--- src/rtl/ceespu_timer.sv ---
// Ceespu programmable timer: prescaled up-counter with compare match
// and a one-cycle interrupt request pulse, on a single-cycle register bus.
module ceespu_timer #(
    parameter int PRESCALE_W = 16,
    parameter int COUNT_W    = 32
) (
    input  logic               I_clk,
    input  logic               I_rst,
    input  logic               I_sel,
    input  logic               I_we,
    input  logic [2:0]         I_addr,
    input  logic [COUNT_W-1:0] I_wdata,
    output logic [COUNT_W-1:0] O_rdata,
    output logic               O_intr_rq
);

    localparam logic [2:0] A_CTRL     = 3'd0;
    localparam logic [2:0] A_PRESCALE = 3'd1;
    localparam logic [2:0] A_COMPARE  = 3'd2;
    localparam logic [2:0] A_COUNT    = 3'd3;
    localparam logic [2:0] A_STATUS   = 3'd4;

    logic                  en;
    logic                  periodic;
    logic                  irq_en;
    logic [PRESCALE_W-1:0] prescale;
    logic [PRESCALE_W-1:0] psc_cnt;
    logic [COUNT_W-1:0]    compare;
    logic [COUNT_W-1:0]    count;
    logic                  match_st;

    logic wr;
    logic rd;
    logic wr_ctrl;
    logic wr_count;
    logic tick;
    logic hit;

    assign wr       = I_sel && I_we;
    assign rd       = I_sel && !I_we;
    assign wr_ctrl  = wr && (I_addr == A_CTRL);
    assign wr_count = wr && (I_addr == A_COUNT);
    assign tick     = en && (psc_cnt == prescale);
    // A COUNT write in the tick cycle suppresses the compare entirely.
    assign hit      = tick && !wr_count && (count == compare);

    always_ff @(posedge I_clk or posedge I_rst) begin
        if (I_rst) begin
            psc_cnt <= '0;
        end else if (!en || tick) begin
            psc_cnt <= '0;
        end else begin
            psc_cnt <= psc_cnt + 1'b1;
        end
    end

    always_ff @(posedge I_clk or posedge I_rst) begin
        if (I_rst) begin
            count <= '0;
        end else if (wr_count) begin
            count <= I_wdata;
        end else if (hit) begin
            if (periodic) count <= '0;
        end else if (tick) begin
            count <= count + 1'b1;
        end
    end

    // One-shot match clears EN even if the CPU writes EN=1 the same cycle.
    always_ff @(posedge I_clk or posedge I_rst) begin
        if (I_rst) begin
            en       <= 1'b0;
            periodic <= 1'b0;
            irq_en   <= 1'b0;
        end else begin
            if (wr_ctrl) begin
                en       <= I_wdata[0];
                periodic <= I_wdata[1];
                irq_en   <= I_wdata[2];
            end
            if (hit && !periodic) en <= 1'b0;
        end
    end

    always_ff @(posedge I_clk or posedge I_rst) begin
        if (I_rst) begin
            prescale <= '0;
            compare  <= '0;
        end else if (wr) begin
            if (I_addr == A_PRESCALE) prescale <= I_wdata[PRESCALE_W-1:0];
            if (I_addr == A_COMPARE)  compare  <= I_wdata;
        end
    end

    always_ff @(posedge I_clk or posedge I_rst) begin
        if (I_rst) begin
            match_st  <= 1'b0;
            O_intr_rq <= 1'b0;
        end else begin
            if (wr && (I_addr == A_STATUS) && I_wdata[0]) match_st <= 1'b0;
            if (hit) match_st <= 1'b1;
            O_intr_rq <= hit && irq_en;
        end
    end

    always_ff @(posedge I_clk or posedge I_rst) begin
        if (I_rst) begin
            O_rdata <= '0;
        end else if (rd) begin
            unique case (I_addr)
                A_CTRL:     O_rdata <= COUNT_W'({irq_en, periodic, en});
                A_PRESCALE: O_rdata <= COUNT_W'(prescale);
                A_COMPARE:  O_rdata <= compare;
                A_COUNT:    O_rdata <= count;
                A_STATUS:   O_rdata <= COUNT_W'(match_st);
                default:    O_rdata <= '0;
            endcase
        end
    end

endmodule
--- config.mk ---
export PLATFORM = sky130hd
export DESIGN_NAME = ceespu_timer
export DESIGN_NICKNAME = d
export VERILOG_FILES = /design/src/rtl/ceespu_timer.sv
export SDC_FILE = /design/constraint.sdc
export NUM_CORES = 1
export LEC_CHECK = 0
export CORE_AREA = 2 2 93 162
export DETAILED_ROUTE_END_ITERATION = 8
export DIE_AREA = 0 0 95 164
export PLACE_DENSITY_LB_ADDON = 0.1
export SLEW_MARGIN = 20
export SYNTH_ARGS = -nofsm -noshare
export SYNTH_HDL_FRONTEND = slang
export SYNTH_SLANG_ARGS = --single-unit
export TNS_END_PERCENT = 100
--- constraint.sdc ---
create_clock -name I_clk -period 13 [get_ports I_clk]
set_input_delay 1.95 -clock I_clk [delete_from_list [all_inputs] [get_ports I_clk]]
set_output_delay 1.95 -clock I_clk [all_outputs]
set_load 0.01 [all_outputs]
==> flow_summary.yaml, run 1 <==
setup_path:
  crit_slowest_cell: "a211oi_4"
  critical_path_class: "input port to flip-flop"
  critPathCaptureType: "flip-flop"
  critical_path_depth: 8
  path_max_fanout: 23
  rr_endpoint: "count[0]$_DFFE_PP0P_"
  path_buf_inv: 2
  critical-path-max-stage-delay_ps: 710
  regToRegStartpoint: "count[29]$_DFFE_PP0P_"
  cp_data_arrival_time_ps: 4830
  rr_worst_depth: 6
  cp_top_family: "buffers and inverters"
  reg2reg_setup_slack_ps: 9780
  path_cells: "clkdlybuf4s50_1 > and3b_1 > nand3_1 > nand2_1 > a211oi_4 > buf_4 > a22oi_1 > o21ai_0"
  start_kind: "input port"
  worstPathRequired_ps: 13330
global_route:
  met1_usage: 0.277
  grt.busiest_layer: "met2"
  grt_usage: 0.251
  grt_pass1_wl_um: 29000
  grt_max_degree: 76
  grt_use_met3: 0.0399
  grt_overflow: 0
  antenna_found_initial: 0
  grt_pass1_vias: 5434
  gr-usage-met2: 0.451
clock_network:
  cts_sinks: 133
  clock_latency_ps: 410
  htree_levels: 4
  clockBufferDepth: 2
  post_cts_resized: 0
  tritoncts: "built"
  cts-root-buf: "clkbuf_16"
  post_cts_buffers: 0
  cts_buffers: 17
  clkTransAtPathRegs_ps: 60
  cts_hold_buf: 0
drt:
  firstDrtPassIters: 7
  routed_wl_um: 18500
  drtIter0Drc: 267
  drc: 0
  avgViaCountPerCell: 5.84
  wire_per_inst_um: 20.8
  ant_nets: 0
  vias: 5212
die:
  die_x_um: 95
  core_mm2: 0.0143
  io_pins: 72
  die_area_mm2: 0.0156
  initial_core_util: 0.490
  die_h_um: 164
  num_rows: 58
synthesis:
  yosysUniqueCellTypes: 40
  syn_area_mm2: 0.00700
  avgSynthCellArea_um2: 10.8
  synth_seq_area_share: 0.475
  ys_ff_latch: 133
  ys_warn_count: 0
  syn_inst: 650
  async_flop_share: 1.00
  synth_edf_count: 0
  synth_nets: 691
  ys.flop_type: "dfrtp_1"
run_status:
  status: "complete, no violations"
power_and_ir_drop:
  power.density_mw_per_mm2: 175
  total_power_mw: 1.48
  peakVddDrop_uv: 95.8
  p_leak_nw: 3.71
layout:
  layout_commonest_cell: "dfrtp_1"
  antenna_cells: 0
  drive_gt1_frac: 0.156
  syn2layout_area_growth_pct: 20.4
  nets: 740
  layout_common_cells: "dfrtp_1, clkdlybuf4s50_1, mux2_2"
hold_path:
  hold_end: "O_rdata[23]$_DFFE_PP0P_"
  min_from: "O_rdata[23]$_DFFE_PP0P_"
  hold_depth: 2
  worstHoldPathType: "flip-flop to flip-flop"
run:
  maxCapViolCount: 0
sta:
  max_slew_margin: 0.355
  tightestPinTransition_ps: 967
  skew_ps: 6.06
  hold_viol_final: 0
  slew_viol_final: 0
  fin_crit_ps: 4500
  rsz0062_at_grt: "false"
  fin_setup_tns_ps: 0
  period_share: 0.346
  max_freq_ghz: 0.222
  setup_violations: 0
placed_design:
  hpwl_um: 13000
  gp_congestion: 0.862
  io_buffers: 71
worst register-to-register path, cell delays in order (launching register included):
cell	delay, ps
dfrtp_1	450
xnor2_1	430
nand4_1	200
nor4_1	850
a311o_1	600
and2_4	440
a221o_1	200
metrics by stage:
| stage | util | hold slack [ps] | setup WS (ps) | std cells | instance area (um2) |
|---|---|---|---|---|---|
| finish | 0.590 | 483 | 8500 | 892 | 8430 |
| global placement | 0.545 | 464 | 8200 | 860 | 7790 |
| CTS | 0.590 | 489 | 8560 | 892 | 8430 |
| global route | 0.590 | 502 | 8330 | 892 | 8430 |
| detailed placement | 0.545 | 474 | 8140 | 860 | 7790 |
| floorplan | - | 466 | 7500 | 650 | 7000 |
flip-flops by register name, indices dropped and copies added (netlist names):
name / flops
prescale: 16
match_st: 1
O_rdata: 32
count: 32
irq_en: 1
psc_cnt: 16
compare: 32
O_intr_rq: 1
periodic: 1
en: 1
report_power, final:
group / internal [mW] / leakage [nW] / switching, mW / total, mW
Sequential: 0.503 / 1.72 / 0.126 / 0.628
Combinational: 0.180 / 1.70 / 0.145 / 0.325
Clock: 0.341 / 0.300 / 0.184 / 0.525
layout make-up:
type	instances	area, um2
fillers	1178	5870
multi-input cells	456	3420
flip-flops and latches	133	3330
repair buffers	79	766
clock buffers	20	437
well taps	180	225
clock inverters	12	204
inverters	12	47.5
logic make-up after synthesis:
group                    Yosys count  share of synthesized area
AO/OA/AOI/OAI                    122                      0.122
XOR/XNOR                          84                      0.105
adder cells (fa/ha/maj)            2                    0.00357
buffers and inverters             61                     0.0382
flip-flops                       133                      0.475
multiplexers                      82                      0.132
AND/OR/NAND/NOR                  166                      0.124
how the worst max path moves through the flow:
stage                            end  slack, ps      start
2_1_floorplan    O_intr_rq$_DFF_PP0_       7500      I_rst
3_3_place_gp   count[25]$_DFFE_PP0P_       8200  I_addr[2]
3_5_place_dp   count[21]$_DFFE_PP0P_       8140  I_addr[2]
4_1_cts        count[21]$_DFFE_PP0P_       8560  I_addr[2]
5_1_grt        count[21]$_DFFE_PP0P_       8330  I_addr[2]
6_report       count[21]$_DFFE_PP0P_       8500  I_addr[2]
cell usage after synthesis, types with 3 or more instances:
master / instances / area [um2]
nand3_1: 22 / 110
xnor2_1: 55 / 482
buf_6: 4 / 45.0
and4_1: 7 / 61.3
a21o_1: 21 / 158
o21ai_0: 36 / 180
inv_1: 12 / 45.0
a22oi_1: 26 / 195
nor4_1: 4 / 25.0
and2_1: 8 / 50.1
o21ai_1: 4 / 20.0
xor2_1: 29 / 254
mux2_2: 63 / 709
a22o_1: 22 / 193
mux2i_1: 17 / 170
dfrtp_1: 133 / 3330
nand2b_1: 4 / 25.0
nor2b_1: 3 / 18.8
nand4_1: 19 / 119
a221o_1: 3 / 30.0
nor2_1: 29 / 109
clkbuf_1: 36 / 135
buf_2: 7 / 35.0
nand2_1: 47 / 176
nor4_2: 4 / 50.1
and3_1: 15 / 93.8
a32oi_1: 3 / 26.3
metal layers:
layer	vias to the layer above	part of all wire
met5	-	0
met4	0	0.040
met3	35	0.040
met2	145	0.54
met1	2623	0.38
li1	2409	-
Note: power is estimated with default switching activity, not from simulation.
==> run 2: changes to the inputs <==
Clock period 13 ns to 3.6 ns, I/O delays scaled along.
==> run 2 against run 1 <==
Cell area rose by 0.67%. Critical path type is now flip-flop to flip-flop. Largest cell class unchanged. Hold slack got worse by 4.8 ps. Clock skew barely moved. Critical endpoint is now count[17]$_DFFE_PP0P_. Largest power group unchanged. Wire length rose by 1.4%. Global-route usage rose by 0.39 points. Sequential share of layout area fell by 0.26 points.
==> flow_summary.yaml, run 2 (synthesis results as in run 1) <==
run_status:
  status: "complete, no violations"
layout:
  multiInputGateArea_mm2: 0.00342
  layout.cells.non_filler: 900
  nets: 748
  layout_commonest_cell: "dfrtp_1"
  fin_util: 0.594
  fill_cells: 1199
  final_area_mm2: 0.00849
  top_regs: "O_rdata: 32 flops, compare: 32 flops, count: 32 flops"
  syn2layout_area_growth_pct: 21.2
  antenna_cells: 0
  drive_gt1_frac: 0.168
  layout_common_cells: "dfrtp_1, clkdlybuf4s50_1, mux2_2"
  regArea_mm2: 0.00333
clock_network:
  clkTransAtPathRegs_ps: 60
  cts_buffers: 17
  clock_latency_ps: 410
  cts_hold_buf: 0
  cts-root-buf: "clkbuf_16"
  htree_levels: 4
  post_cts_resized: 0
  clockBufferDepth: 2
  cts_sinks: 133
  tritoncts: "built"
  post_cts_buffers: 0
drt:
  avgViaCountPerCell: 5.85
  routed_wl_um: 18800
  ant_nets: 0
  wire_per_inst_um: 20.9
  drc: 0
  vias: 5261
  drtIter0Drc: 264
  firstDrtPassIters: 5
sta:
  setup_ws_ps: 802
  period_share: 0.777
  rsz0062_at_grt: "false"
  max_slew_margin: 0.366
  setup_violations: 0
  fin_setup_tns_ps: 0
  hold-worst-slack_ps: 478
  slew_viol_final: 0
  skew_ps: 5.95
  max_freq_ghz: 0.357
  hold_viol_final: 0
  tightestPinTransition_ps: 948
  fin_crit_ps: 2800
die:
  die_area_mm2: 0.0156
  io_pins: 72
  initial_core_util: 0.490
  num_rows: 58
  die_h_um: 164
  die_x_um: 95
  core_mm2: 0.0143
placed_design:
  hpwl_um: 13200
  dpl.cell_count: 868
  gp_congestion: 0.861
  placed_area_mm2: 0.00788
  io_buffers: 71
  dp_slack_ps: 515
global_route:
  grt_pass1_wl_um: 29700
  grt_overflow: 0
  grt_max_degree: 49
  antenna_found_initial: 0
  grt_pass1_vias: 5381
  grt_usage: 0.255
run:
  maxCapViolCount: 0
setup_path:
  path_max_fanout: 23
  worstPathRequired_ps: 3950
  start_kind: "flip-flop"
  critPathCaptureType: "flip-flop"
  cp_data_arrival_time_ps: 3150
  critical_path_class: "flip-flop to flip-flop"
  rr_worst_depth: 7
hold_path:
  hold_depth: 2
  worstHoldPathType: "flip-flop to flip-flop"
power_and_ir_drop:
  power.density_mw_per_mm2: 617
  p_leak_nw: 3.75
  peakVddDrop_uv: 323
  total_power_mw: 5.23
[run 2: cell types whose count changed in the layout (fill, tap and decap cells not counted)]
cell	before	now
buf_12	0	2
buf_4	8	14
bufinv_16	5	3
clkbuf_1	3	1
clkbuf_8	0	2
clkinv_2	1	3
clkinvlp_4	3	4
inv_4	1	0
[run 2: per-layer routing]
metal  GRT usage  wire [um]  vias up
met5           0          0        -
met4      0.0942        467        0
met3      0.0339        677       29
met2       0.469      10500      138
met1       0.296       7140     2671
li1            -          -     2423
[run 2: worst paths after layout]
check	start	endpoint	slack, ps
min in group asynchronous	I_rst	compare[26]$_DFFE_PP0P_	680
worst max-delay path	psc_cnt[0]$_DFF_PP0_	count[17]$_DFFE_PP0P_	800
max in group asynchronous	I_rst	compare[15]$_DFFE_PP0P_	2180
worst min register to register	O_rdata[24]$_DFFE_PP0P_	O_rdata[24]$_DFFE_PP0P_	480
worst max register to register	psc_cnt[0]$_DFF_PP0_	count[17]$_DFFE_PP0P_	800
worst min-delay path	O_rdata[24]$_DFFE_PP0P_	O_rdata[24]$_DFFE_PP0P_	480
[run 2: report_power, final]
part	total, mW	switching (mW)	internal, mW
Clock	1.78	0.656	1.12
Combinational	1.18	0.522	0.654
Sequential	2.28	0.460	1.82
[run 2: final cells by class]
| type | count | area share |
|---|---|---|
| multi-input combinational | 456 | 0.403 |
| sequential | 133 | 0.392 |
| timing repair buffer | 87 | 0.100 |
| clock buffer | 20 | 0.0538 |
| tap | 180 | 0.0265 |
| clock inverter | 12 | 0.0181 |
| inverter | 12 | 0.00575 |
[run 2: worst max-delay path, stage by stage (launching register included)]
cell and delay (ps):
dfrtp_1 450, xor2_1 180, nor4_1 350, nand4_1 340, a211oi_4 720, buf_4 400, a22o_1 190, a21o_1 90
==> run 3: changes to the inputs <==
Clock period 3.6 ns to 2.51 ns, I/O delays scaled along.
==> run 3 against run 2 <==
Cell area grew 1.6%. Via count rose by 1.6%. Hold slack got worse by 180 ps. Sequential power rose by 43%. Die area unchanged. Combinational power increased by 46%. Highest routed layer unchanged.
==> flow_summary.yaml, run 3 (synthesis results as in run 1) <==
run:
  maxCapViolCount: 0
layout:
  antenna_cells: 0
  fill_cells: 1177
  syn2layout_area_growth_pct: 23.1
  top_regs: "O_rdata: 32 flops, compare: 32 flops, count: 32 flops"
  nets: 757
  layout_common_cells: "dfrtp_1, clkdlybuf4s50_1, mux2_2"
  layout.cells.non_filler: 909
  fin_util: 0.603
  drive_gt1_frac: 0.176
  final_area_mm2: 0.00862
  layout_commonest_cell: "dfrtp_1"
die:
  initial_core_util: 0.490
  io_pins: 72
  die_h_um: 164
  core_mm2: 0.0143
  num_rows: 58
  die_x_um: 95
  die_area_mm2: 0.0156
drt:
  drtIter0Drc: 323
  routed_wl_um: 18900
  firstDrtPassIters: 7
  avgViaCountPerCell: 5.88
  vias: 5343
  drc: 0
  ant_nets: 0
  wire_per_inst_um: 20.8
placed_design:
  io_buffers: 71
  dpl.cell_count: 877
  gp_congestion: 0.823
  dp_slack_ps: 157
  placed_area_mm2: 0.00799
  hpwl_um: 13500
setup_path:
  critical_path_class: "flip-flop to flip-flop"
  critPathCaptureType: "flip-flop"
  reg2reg_setup_slack_ps: 130
  cp_top_family: "simple AND/OR/NAND/NOR gates"
  crit_start: "prescale[10]$_DFFE_PP0P_"
  critical-path-max-stage-delay_ps: 430
  regToRegStartpoint: "prescale[10]$_DFFE_PP0P_"
  path_max_fanout: 23
  start_kind: "flip-flop"
  crit_slowest_cell: "dfrtp_1"
  worstPathRequired_ps: 2800
  path_cells: "xor2_1 > nor4_1 > nand4_1 > a311o_1 > and2_4 > a221o_1"
  cp_data_arrival_time_ps: 2670
  path_buf_inv: 0
sta:
  max_freq_ghz: 0.420
  fin_crit_ps: 2380
  period_share: 0.949
  hold_viol_final: 0
  skew_ps: 10.7
  max_slew_margin: 0.532
  setup_violations: 0
  slew_viol_final: 0
  setup_ws_ps: 128
  rsz0062_at_grt: "false"
  fin_setup_tns_ps: 0
  tightestPinTransition_ps: 702
clock_network:
  post_cts_resized: 0
  cts_buffers: 17
  clkTransAtPathRegs_ps: 60
  clockBufferDepth: 2
  clock_latency_ps: 410
  cts-root-buf: "clkbuf_16"
  tritoncts: "built"
  cts_sinks: 133
  post_cts_buffers: 0
  cts_hold_buf: 0
  htree_levels: 4
global_route:
  grt_pass1_wl_um: 30000
  antenna_found_initial: 0
  grt_usage: 0.256
  grt_max_degree: 70
  grt_pass1_vias: 5456
  grt_overflow: 0
power_and_ir_drop:
  p_sw_mw: 2.37
  p_leak_nw: 3.81
  p_int_mw: 5.25
  power_frac_comb: 0.226
  power.density_mw_per_mm2: 884
  power_frac_seq: 0.427
  clockPowerShare: 0.347
  swShare: 0.311
  peakVddDrop_uv: 523
hold_path:
  worstHoldPathType: "input port to asynchronous set/reset pin"
run_status:
  status: "complete, no violations"
run 3: worst paths after layout:
kind / end / cells past startpoint
max: count[29]$_DFFE_PP0P_ / 6
min: O_rdata[28]$_DFFE_PP0P_ / 2
max reg2reg: count[29]$_DFFE_PP0P_ / 6
min reg2reg: O_rdata[19]$_DFFE_PP0P_ / 2
max in group asynchronous: count[9]$_DFFE_PP0P_ / 3
min in group I_clk: O_rdata[19]$_DFFE_PP0P_ / 2
run 3: stage by stage:
step                hold WS [ps]  power (mW)
global route                 331        7.96
finish                       296        7.62
floorplan                    466        4.32
global placement             460        4.94
detailed placement           470        5.00
CTS                          299        7.66
run 3: layout make-up:
cell class                      instances  area, um2  share of cell area
Timing Repair Buffer                   96        968               0.112
Clock buffer                           21        450              0.0523
Inverter                               12       48.8             0.00566
Clock inverter                         11        175              0.0203
Tap cell                              180        225              0.0261
Sequential cell                       133       3330               0.386
Multi-Input combinational cell        456       3420               0.397
run 3: power groups by stage:
| stage | clock network (mW) | logic (mW) | registers, mW |
|---|---|---|---|
| after global routing | 2.76 | 1.87 | 3.33 |
| after detailed placement | 0 | 1.72 | 3.28 |
| after floorplan | 0 | 1.32 | 3.00 |
| after global placement | 0 | 1.69 | 3.24 |
| after CTS | 2.68 | 1.74 | 3.24 |
| final | 2.65 | 1.72 | 3.25 |
run 3: layer usage:
metal,part of all wire,global-route usage
met1,0.38,0.300
met2,0.55,0.466
met3,0.040,0.0376
met4,0.025,0.0935
met5,0,0
